[config.mk]
export PLATFORM = sky130hd
export DESIGN_NAME = i2c_txn_sequencer
export DESIGN_NICKNAME = d
export VERILOG_FILES = /design/src/rtl/i2c_pkg.sv /design/src/rtl/i2c_byte_word_gen.sv /design/src/rtl/i2c_txn_sequencer.sv
export SDC_FILE = /design/constraint.sdc
export NUM_CORES = 1
export LEC_CHECK = 0
export CORE_ASPECT_RATIO = 1.2
export CORE_UTILIZATION = 45
export CTS_BUF_LIST = sky130_fd_sc_hd__clkbuf_16
export CTS_CLUSTER_SIZE = 40
export DETAILED_ROUTE_END_ITERATION = 10
export GPL_TIMING_DRIVEN = 1
export PLACE_DENSITY = 0.73
export SLEW_MARGIN = 20
export SYNTH_ARGS = -nofsm -noshare
export SYNTH_HDL_FRONTEND = slang
export SYNTH_SLANG_ARGS = --single-unit
[constraint.sdc]
create_clock -name clk -period 7.95 [get_ports clk]
set_input_delay 1.1925 -clock clk [delete_from_list [all_inputs] [get_ports clk]]
set_output_delay 1.1925 -clock clk [all_outputs]
set_load 0.03 [all_outputs]
[src/rtl/i2c_pkg.sv]
// i2c_pkg: shared byte-word layout, FSM state encoding and word builder for the I2C transaction sequencer
package i2c_pkg;
  localparam int START_BIT = 15;
  localparam int STOP_BIT  = 14;
  localparam int ACK_BIT   = 8;
  localparam logic [7:0] READ_FILL = 8'hFF;
  typedef enum logic [2:0] {S_IDLE, S_ISSUE, S_ARM, S_WAIT, S_RESULT, S_DONE} state_t;
  function automatic logic [15:0] build_word(input logic start, input logic stop, input logic ack, input logic [7:0] data);
    logic [15:0] w;
    w = '0;
    w[START_BIT] = start;
    w[STOP_BIT]  = stop;
    w[ACK_BIT]   = ack;
    w[7:0]       = data;
    return w;
  endfunction
endpackage

[src/rtl/i2c_byte_word_gen.sv]
// i2c_byte_word_gen: maps a frame index plus latched command fields to the engine control word
// Ports: idx (frame index), rd/dev/reg_addr/len/wr_data (latched command, len already clamped),
//        word (16-bit control word), is_last (final frame), is_rd_data (frame returns a data byte)
module i2c_byte_word_gen
  import i2c_pkg::*;
#(
  parameter int MAX_LEN = 4,
  parameter int LEN_W   = 3,
  parameter int IDX_W   = LEN_W + 1
) (
  input  logic [IDX_W-1:0]     idx,
  input  logic                 rd,
  input  logic [6:0]           dev,
  input  logic [7:0]           reg_addr,
  input  logic [LEN_W-1:0]     len,
  input  logic [8*MAX_LEN-1:0] wr_data,
  output logic [15:0]          word,
  output logic                 is_last,
  output logic                 is_rd_data
);
  logic [IDX_W-1:0] last_idx;
  logic [IDX_W-1:0] widx;
  logic [7:0]       wbyte;
  // write: addr, reg, len data bytes; read: addr, reg, re-addr, len data bytes
  assign last_idx   = IDX_W'(len) + (rd ? IDX_W'(2) : IDX_W'(1));
  assign widx       = idx - IDX_W'(2);
  assign wbyte      = 8'(wr_data >> {widx, 3'b000});
  assign is_last    = idx == last_idx;
  assign is_rd_data = rd && idx >= IDX_W'(3);
  // read data frames ACK every byte but the last, which NACKs and stops
  assign word = idx == '0         ? build_word(1'b1, is_last, 1'b1, {dev, 1'b0}) :
                idx == IDX_W'(1)  ? build_word(1'b0, is_last, 1'b1, reg_addr) :
                rd && idx == IDX_W'(2) ? build_word(1'b1, 1'b0, 1'b1, {dev, 1'b1}) :
                rd                ? build_word(1'b0, is_last, is_last, READ_FILL) :
                                    build_word(1'b0, is_last, 1'b1, wbyte);
endmodule

[src/rtl/i2c_txn_sequencer.sv]
// i2c_txn_sequencer: splits one register-level I2C transaction into byte frames for the byte engine
// Ports: cmd_* (host request), rd_valid/rd_data (received bytes), done/err_nack/err_timeout (completion),
//        byte_strobe/byte_word (frame issue), byte_read/byte_busy (engine result and activity)
// Optional: define I2C_TIMEOUT_EN to bound each frame to TIMEOUT_CYCLES clocks.
module i2c_txn_sequencer
  import i2c_pkg::*;
#(
  parameter int MAX_LEN        = 4,
  parameter int LEN_W          = 3,
  parameter int TIMEOUT_CYCLES = 1048576
) (
  input  logic                 clk,
  input  logic                 reset_n,
  input  logic                 cmd_valid,
  output logic                 cmd_ready,
  input  logic                 cmd_rd,
  input  logic [6:0]           cmd_dev_addr,
  input  logic [7:0]           cmd_reg_addr,
  input  logic [LEN_W-1:0]     cmd_len,
  input  logic [8*MAX_LEN-1:0] cmd_wr_data,
  output logic                 rd_valid,
  output logic [7:0]           rd_data,
  output logic                 done,
  output logic                 err_nack,
  output logic                 err_timeout,
  output logic                 byte_strobe,
  output logic [15:0]          byte_word,
  input  logic [8:0]           byte_read,
  input  logic                 byte_busy
);
  localparam int IDX_W = LEN_W + 1;
  state_t state_q, state_d;
  logic rd_q, rd_d, nack_q, nack_d, rd_valid_q, rd_valid_d;
  logic [6:0] dev_q, dev_d;
  logic [7:0] reg_q, reg_d, rd_data_q, rd_data_d;
  logic [LEN_W-1:0] len_q, len_d, len_c;
  logic [8*MAX_LEN-1:0] wdata_q, wdata_d;
  logic [IDX_W-1:0] idx_q, idx_d;
  logic [15:0] word_q, word_d, gen_word;
  logic accept, is_last, is_rd_data, tmo;
  assign accept = cmd_valid && cmd_ready;
  assign len_c  = cmd_len > LEN_W'(MAX_LEN) ? LEN_W'(MAX_LEN) : cmd_len;
  i2c_byte_word_gen #(.MAX_LEN(MAX_LEN), .LEN_W(LEN_W), .IDX_W(IDX_W)) u_gen (
    .idx(idx_q), .rd(rd_q), .dev(dev_q), .reg_addr(reg_q), .len(len_q), .wr_data(wdata_q),
    .word(gen_word), .is_last(is_last), .is_rd_data(is_rd_data)
  );
`ifdef I2C_TIMEOUT_EN
  localparam int CNT_W = $clog2(TIMEOUT_CYCLES + 1);
  logic [CNT_W-1:0] cnt_q, cnt_d;
  logic to_q, to_d;
  assign tmo = (state_q == S_ARM || state_q == S_WAIT) && cnt_q == CNT_W'(TIMEOUT_CYCLES - 1);
  always_comb begin
    cnt_d = state_q == S_ISSUE ? '0 : (state_q == S_ARM || state_q == S_WAIT) ? cnt_q + 1'b1 : cnt_q;
    to_d  = accept ? 1'b0 : to_q | tmo;
  end
  always_ff @(posedge clk or negedge reset_n)
    if (!reset_n) begin
      cnt_q <= '0;
      to_q  <= 1'b0;
    end else begin
      cnt_q <= cnt_d;
      to_q  <= to_d;
    end
  assign err_timeout = state_q == S_DONE && to_q;
`else
  assign tmo         = 1'b0;
  assign err_timeout = 1'b0;
`endif
  always_ff @(posedge clk or negedge reset_n)
    if (!reset_n) state_q <= S_IDLE;
    else state_q <= state_d;
  always_comb begin
    state_d = state_q;
    case (state_q)
      S_IDLE:   state_d = accept ? S_ISSUE : S_IDLE;
      S_ISSUE:  state_d = S_ARM;
      // the engine loads on the strobe cycle, so busy is not meaningful yet
      S_ARM:    state_d = tmo ? S_DONE : S_WAIT;
      S_WAIT:   state_d = tmo ? S_DONE : byte_busy ? S_WAIT : S_RESULT;
      S_RESULT: state_d = is_last ? S_DONE : S_ISSUE;
      S_DONE:   state_d = S_IDLE;
      default:  state_d = S_IDLE;
    endcase
  end
  always_comb begin
    rd_d       = accept ? cmd_rd : rd_q;
    dev_d      = accept ? cmd_dev_addr : dev_q;
    reg_d      = accept ? cmd_reg_addr : reg_q;
    len_d      = accept ? ((cmd_rd && len_c == '0) ? LEN_W'(1) : len_c) : len_q;
    wdata_d    = accept ? cmd_wr_data : wdata_q;
    idx_d      = accept ? '0 : (state_q == S_RESULT && !is_last) ? idx_q + 1'b1 : idx_q;
    word_d     = state_q == S_ISSUE ? gen_word : word_q;
    nack_d     = accept ? 1'b0 : nack_q | (state_q == S_RESULT && !is_rd_data && byte_read[8]);
    rd_valid_d = state_q == S_RESULT && is_rd_data;
    rd_data_d  = rd_valid_d ? byte_read[7:0] : rd_data_q;
  end
  always_ff @(posedge clk or negedge reset_n)
    if (!reset_n) begin
      rd_q       <= 1'b0;
      dev_q      <= '0;
      reg_q      <= '0;
      len_q      <= '0;
      wdata_q    <= '0;
      idx_q      <= '0;
      word_q     <= '0;
      nack_q     <= 1'b0;
      rd_valid_q <= 1'b0;
      rd_data_q  <= '0;
    end else begin
      rd_q       <= rd_d;
      dev_q      <= dev_d;
      reg_q      <= reg_d;
      len_q      <= len_d;
      wdata_q    <= wdata_d;
      idx_q      <= idx_d;
      word_q     <= word_d;
      nack_q     <= nack_d;
      rd_valid_q <= rd_valid_d;
      rd_data_q  <= rd_data_d;
    end
  // the engine has no reset, so a fresh request waits for it to drain
  always_comb begin
    cmd_ready   = state_q == S_IDLE && !byte_busy;
    byte_strobe = state_q == S_ISSUE;
    byte_word   = state_q == S_ISSUE ? gen_word : word_q;
    done        = state_q == S_DONE;
    err_nack    = state_q == S_DONE && nack_q;
    rd_valid    = rd_valid_q;
    rd_data     = rd_data_q;
  end
endmodule

==> impl_metrics.env <==
export IMPL_cts_sinks=84
export IMPL_powerDensity_mw_per_mm2=401
export IMPL_tightest_slew_ns=0.899
export IMPL_worst_setup_path_end_kind="output port"
export IMPL_skew_ns=0.00737
export IMPL_cts_clk_slew_worst_paths_ns=0.06
export IMPL_ys_flop_type="dfrtp_1"
export IMPL_r2r_end="word_q[8]"
export IMPL_ctsResizeCount=0
export IMPL_max_cap_violations=0
export IMPL_first_global_vias=2911
export IMPL_hold_violations=0
export IMPL_hold_buffers=0
export IMPL_die_y_um=106
export IMPL_yosysSeqAreaShare=0.515
export IMPL_core_rowCount=37
export IMPL_hpwl_um=6070
export IMPL_worstSetupPathType="reg2out"
export IMPL_p_leak_nw=2.35
export IMPL_overflow=0
export IMPL_holdCritStartpoint="word_q[10]"
export IMPL_drt_iter0_drc=126
export IMPL_die_x_um=89.0
export IMPL_max_slew_margin_rel=0.399
export IMPL_cts_root_buffer="clkbuf_16"
export IMPL_synth_edf_count=0
export IMPL_drive_above_1_share=0.220
export IMPL_cts_buffer_depth=2
export IMPL_reg2reg_slack_ns=5.23
export IMPL_grt_pass1_wl_um=14500
export IMPL_gp_congestion=0.801
export IMPL_synth_warning_count=0
export IMPL_avgSynthCellArea_sq_um=13.2
export IMPL_core_sq_mm=0.00870
export IMPL_ys_ff_latch=84
export IMPL_tritoncts="done"
export IMPL_start_util=0.469
export IMPL_finalPower_mw=2.15
export IMPL_drv_slew=0
export IMPL_syn2layout_area_growth_pct=31.1
export IMPL_crit_required_ns=6.76
export IMPL_fin_crit_sh=0.612
export IMPL_whs_endpoint="word_q[10]"
export IMPL_hp_class="reg2reg"
export IMPL_post_cts_setup_buffers=0
export IMPL_firstDrtPassIters=4
export IMPL_synthArstFlopShare=1.00
export IMPL_ant_nets=0
export IMPL_synth_cell_types=54
export IMPL_vias=2783
export IMPL_reg2reg_depth=7
export IMPL_fin_crit_ns=4.87
export IMPL_portBuffers=92
export IMPL_synth_cell_area_sq_mm=0.00408
export IMPL_htree_levels=3
export IMPL_pin_count=94
export IMPL_synth_fp_nets=383
export IMPL_hold_path_depth=1
export IMPL_via_per_inst=5.38
export IMPL_rsz0062_at_grt="no"
export IMPL_setup_violations=0
export IMPL_start_kind="flip-flop"
export IMPL_critPathArrivalTime_ns=3.68
export IMPL_post_drt_wl_per_cell_um=17.0
export IMPL_clock_fmax_mhz=205
export IMPL_vdd_drop_max_uv=142
export IMPL_routed_wl_um=8800
export IMPL_drc=0
export IMPL_cts_buffers=9
export IMPL_grt_util_all_layers=0.205
export IMPL_r2r_start="rd_q"
export IMPL_nets=468
export IMPL_clock_latency_ns=0.33
export IMPL_die_area_sq_mm=0.00946
export IMPL_num_antenna_cells=0
export IMPL_status="completed"
export IMPL_finalSetupTns_ns=0
export IMPL_synthCells=310
export IMPL_grt_max_degree=85
export IMPL_grt_antenna_before_repair=0
export IMPL_path_max_fanout=13
==> logic make-up (layout without fill, tap and decap cells) <==
logic type | Yosys count | in the layout | share of synthesized area
and+or+nand+nor | 67 | 67 | 0.0990
DFF | 84 | 84 | 0.515
xor gates and xnor gates | 4 | 4 | 0.0123
other | 1 | 1 | 0.000918
adders and majority gates | 9 | 9 | 0.0294
AOI/OAI and AO/OA | 52 | 52 | 0.0843
muxes | 65 | 65 | 0.222
buffers and inverters | 28 | 118 | 0.0380
==> layer usage <==
| layer | up-vias | wire length, um | track usage |
|---|---|---|---|
| met4 | 0 | 148 | 0.0862 |
| li1 | 1314 | - | - |
| met3 | 13 | 343 | 0.0396 |
| met5 | - | 0 | 0 |
| met1 | 1376 | 3770 | 0.265 |
| met2 | 80 | 4550 | 0.332 |
==> placed cells by master (no fill, tap or decap), drive strengths merged, types with 4 or more instances in the layout <==
master and n:
o21ai 16, a31oi 4, and3 8, inv 12
nand4 8, nand2 16, nor2 7, nand2b 4
mux2 57, a21oi 7, clkdlybuf4s50 91, and2 9
ha 8, clkbuf 9, mux4 8, dfrtp 84
==> through the flow <==
| step | util | instance area (sq um) | cells | worst slack (ns) | hold WS [ns] |
|---|---|---|---|---|---|
| after global placement | 0.578 | 5030 | 501 | 3.53 | 0.467 |
| after floorplan | - | 4080 | 310 | 3.97 | 0.452 |
| after global routing | 0.615 | 5350 | 517 | 2.89 | 0.501 |
| after detailed placement | 0.578 | 5030 | 501 | 3.47 | 0.469 |
| after CTS | 0.615 | 5350 | 517 | 3.08 | 0.482 |
| final | 0.615 | 5350 | 517 | 3.08 | 0.478 |
==> report_power, final <==
part           internal, mW  leakage, nW  switching (mW)
clock network         0.275        0.159           0.168
registers             0.615         1.04           0.160
logic                 0.477         1.15           0.452
==> cell type report <==
class	count	area (sq um)
flip-flops and latches	84	2100
multi-input cells	198	1830
well taps	117	146
clock inverters	7	90.1
repair buffers	93	930
inverters	9	33.8
clock buffers	9	225
fillers	715	3350
==> synth_stat cells (5+ instances only) <==
| cell type | instances | area share |
|---|---|---|
| a21oi_1 | 7 | 0.0086 |
| and2_1 | 9 | 0.014 |
| and3_1 | 8 | 0.012 |
| buf_2 | 5 | 0.0061 |
| dfrtp_1 | 84 | 0.51 |
| ha_1 | 8 | 0.025 |
| inv_1 | 9 | 0.0083 |
| mux2_2 | 35 | 0.097 |
| mux2_4 | 22 | 0.081 |
| mux4_2 | 8 | 0.044 |
| nand2_1 | 15 | 0.014 |
| nand4_1 | 8 | 0.012 |
| nor2_1 | 5 | 0.0046 |
| o21ai_0 | 15 | 0.018 |
==> worst max-delay path: stages (launching register included) <==
cell,delay [ns]
dfrtp_1,0.63
inv_1,0.09
ha_1,0.25
fa_1,0.37
xor3_1,0.40
nor3_2,0.41
nand2_1,0.19
a41oi_1,0.28
clkdlybuf4s50_1,0.72
==> worst max path at each step <==
stage	to	depth (start not counted)	startpoint
final	byte_word[8]	8	rd_q
after global routing	byte_word[8]	8	rd_q
after CTS	byte_word[8]	8	rd_q
after detailed placement	byte_word[8]	8	rd_q
after global placement	byte_word[8]	8	rd_q
after floorplan	byte_word[8]	8	rd_q
==> registers in the layout (all words and copies together), names as in the netlist <==
name      cells
wdata_q      32
word_q       16
rd_data       8
reg_q         8
dev_q         7
idx_q         4
len_q         3
state_q       3
nack_q        1
rd_q          1
rd_valid      1
Power figures use the tool's default switching activity.
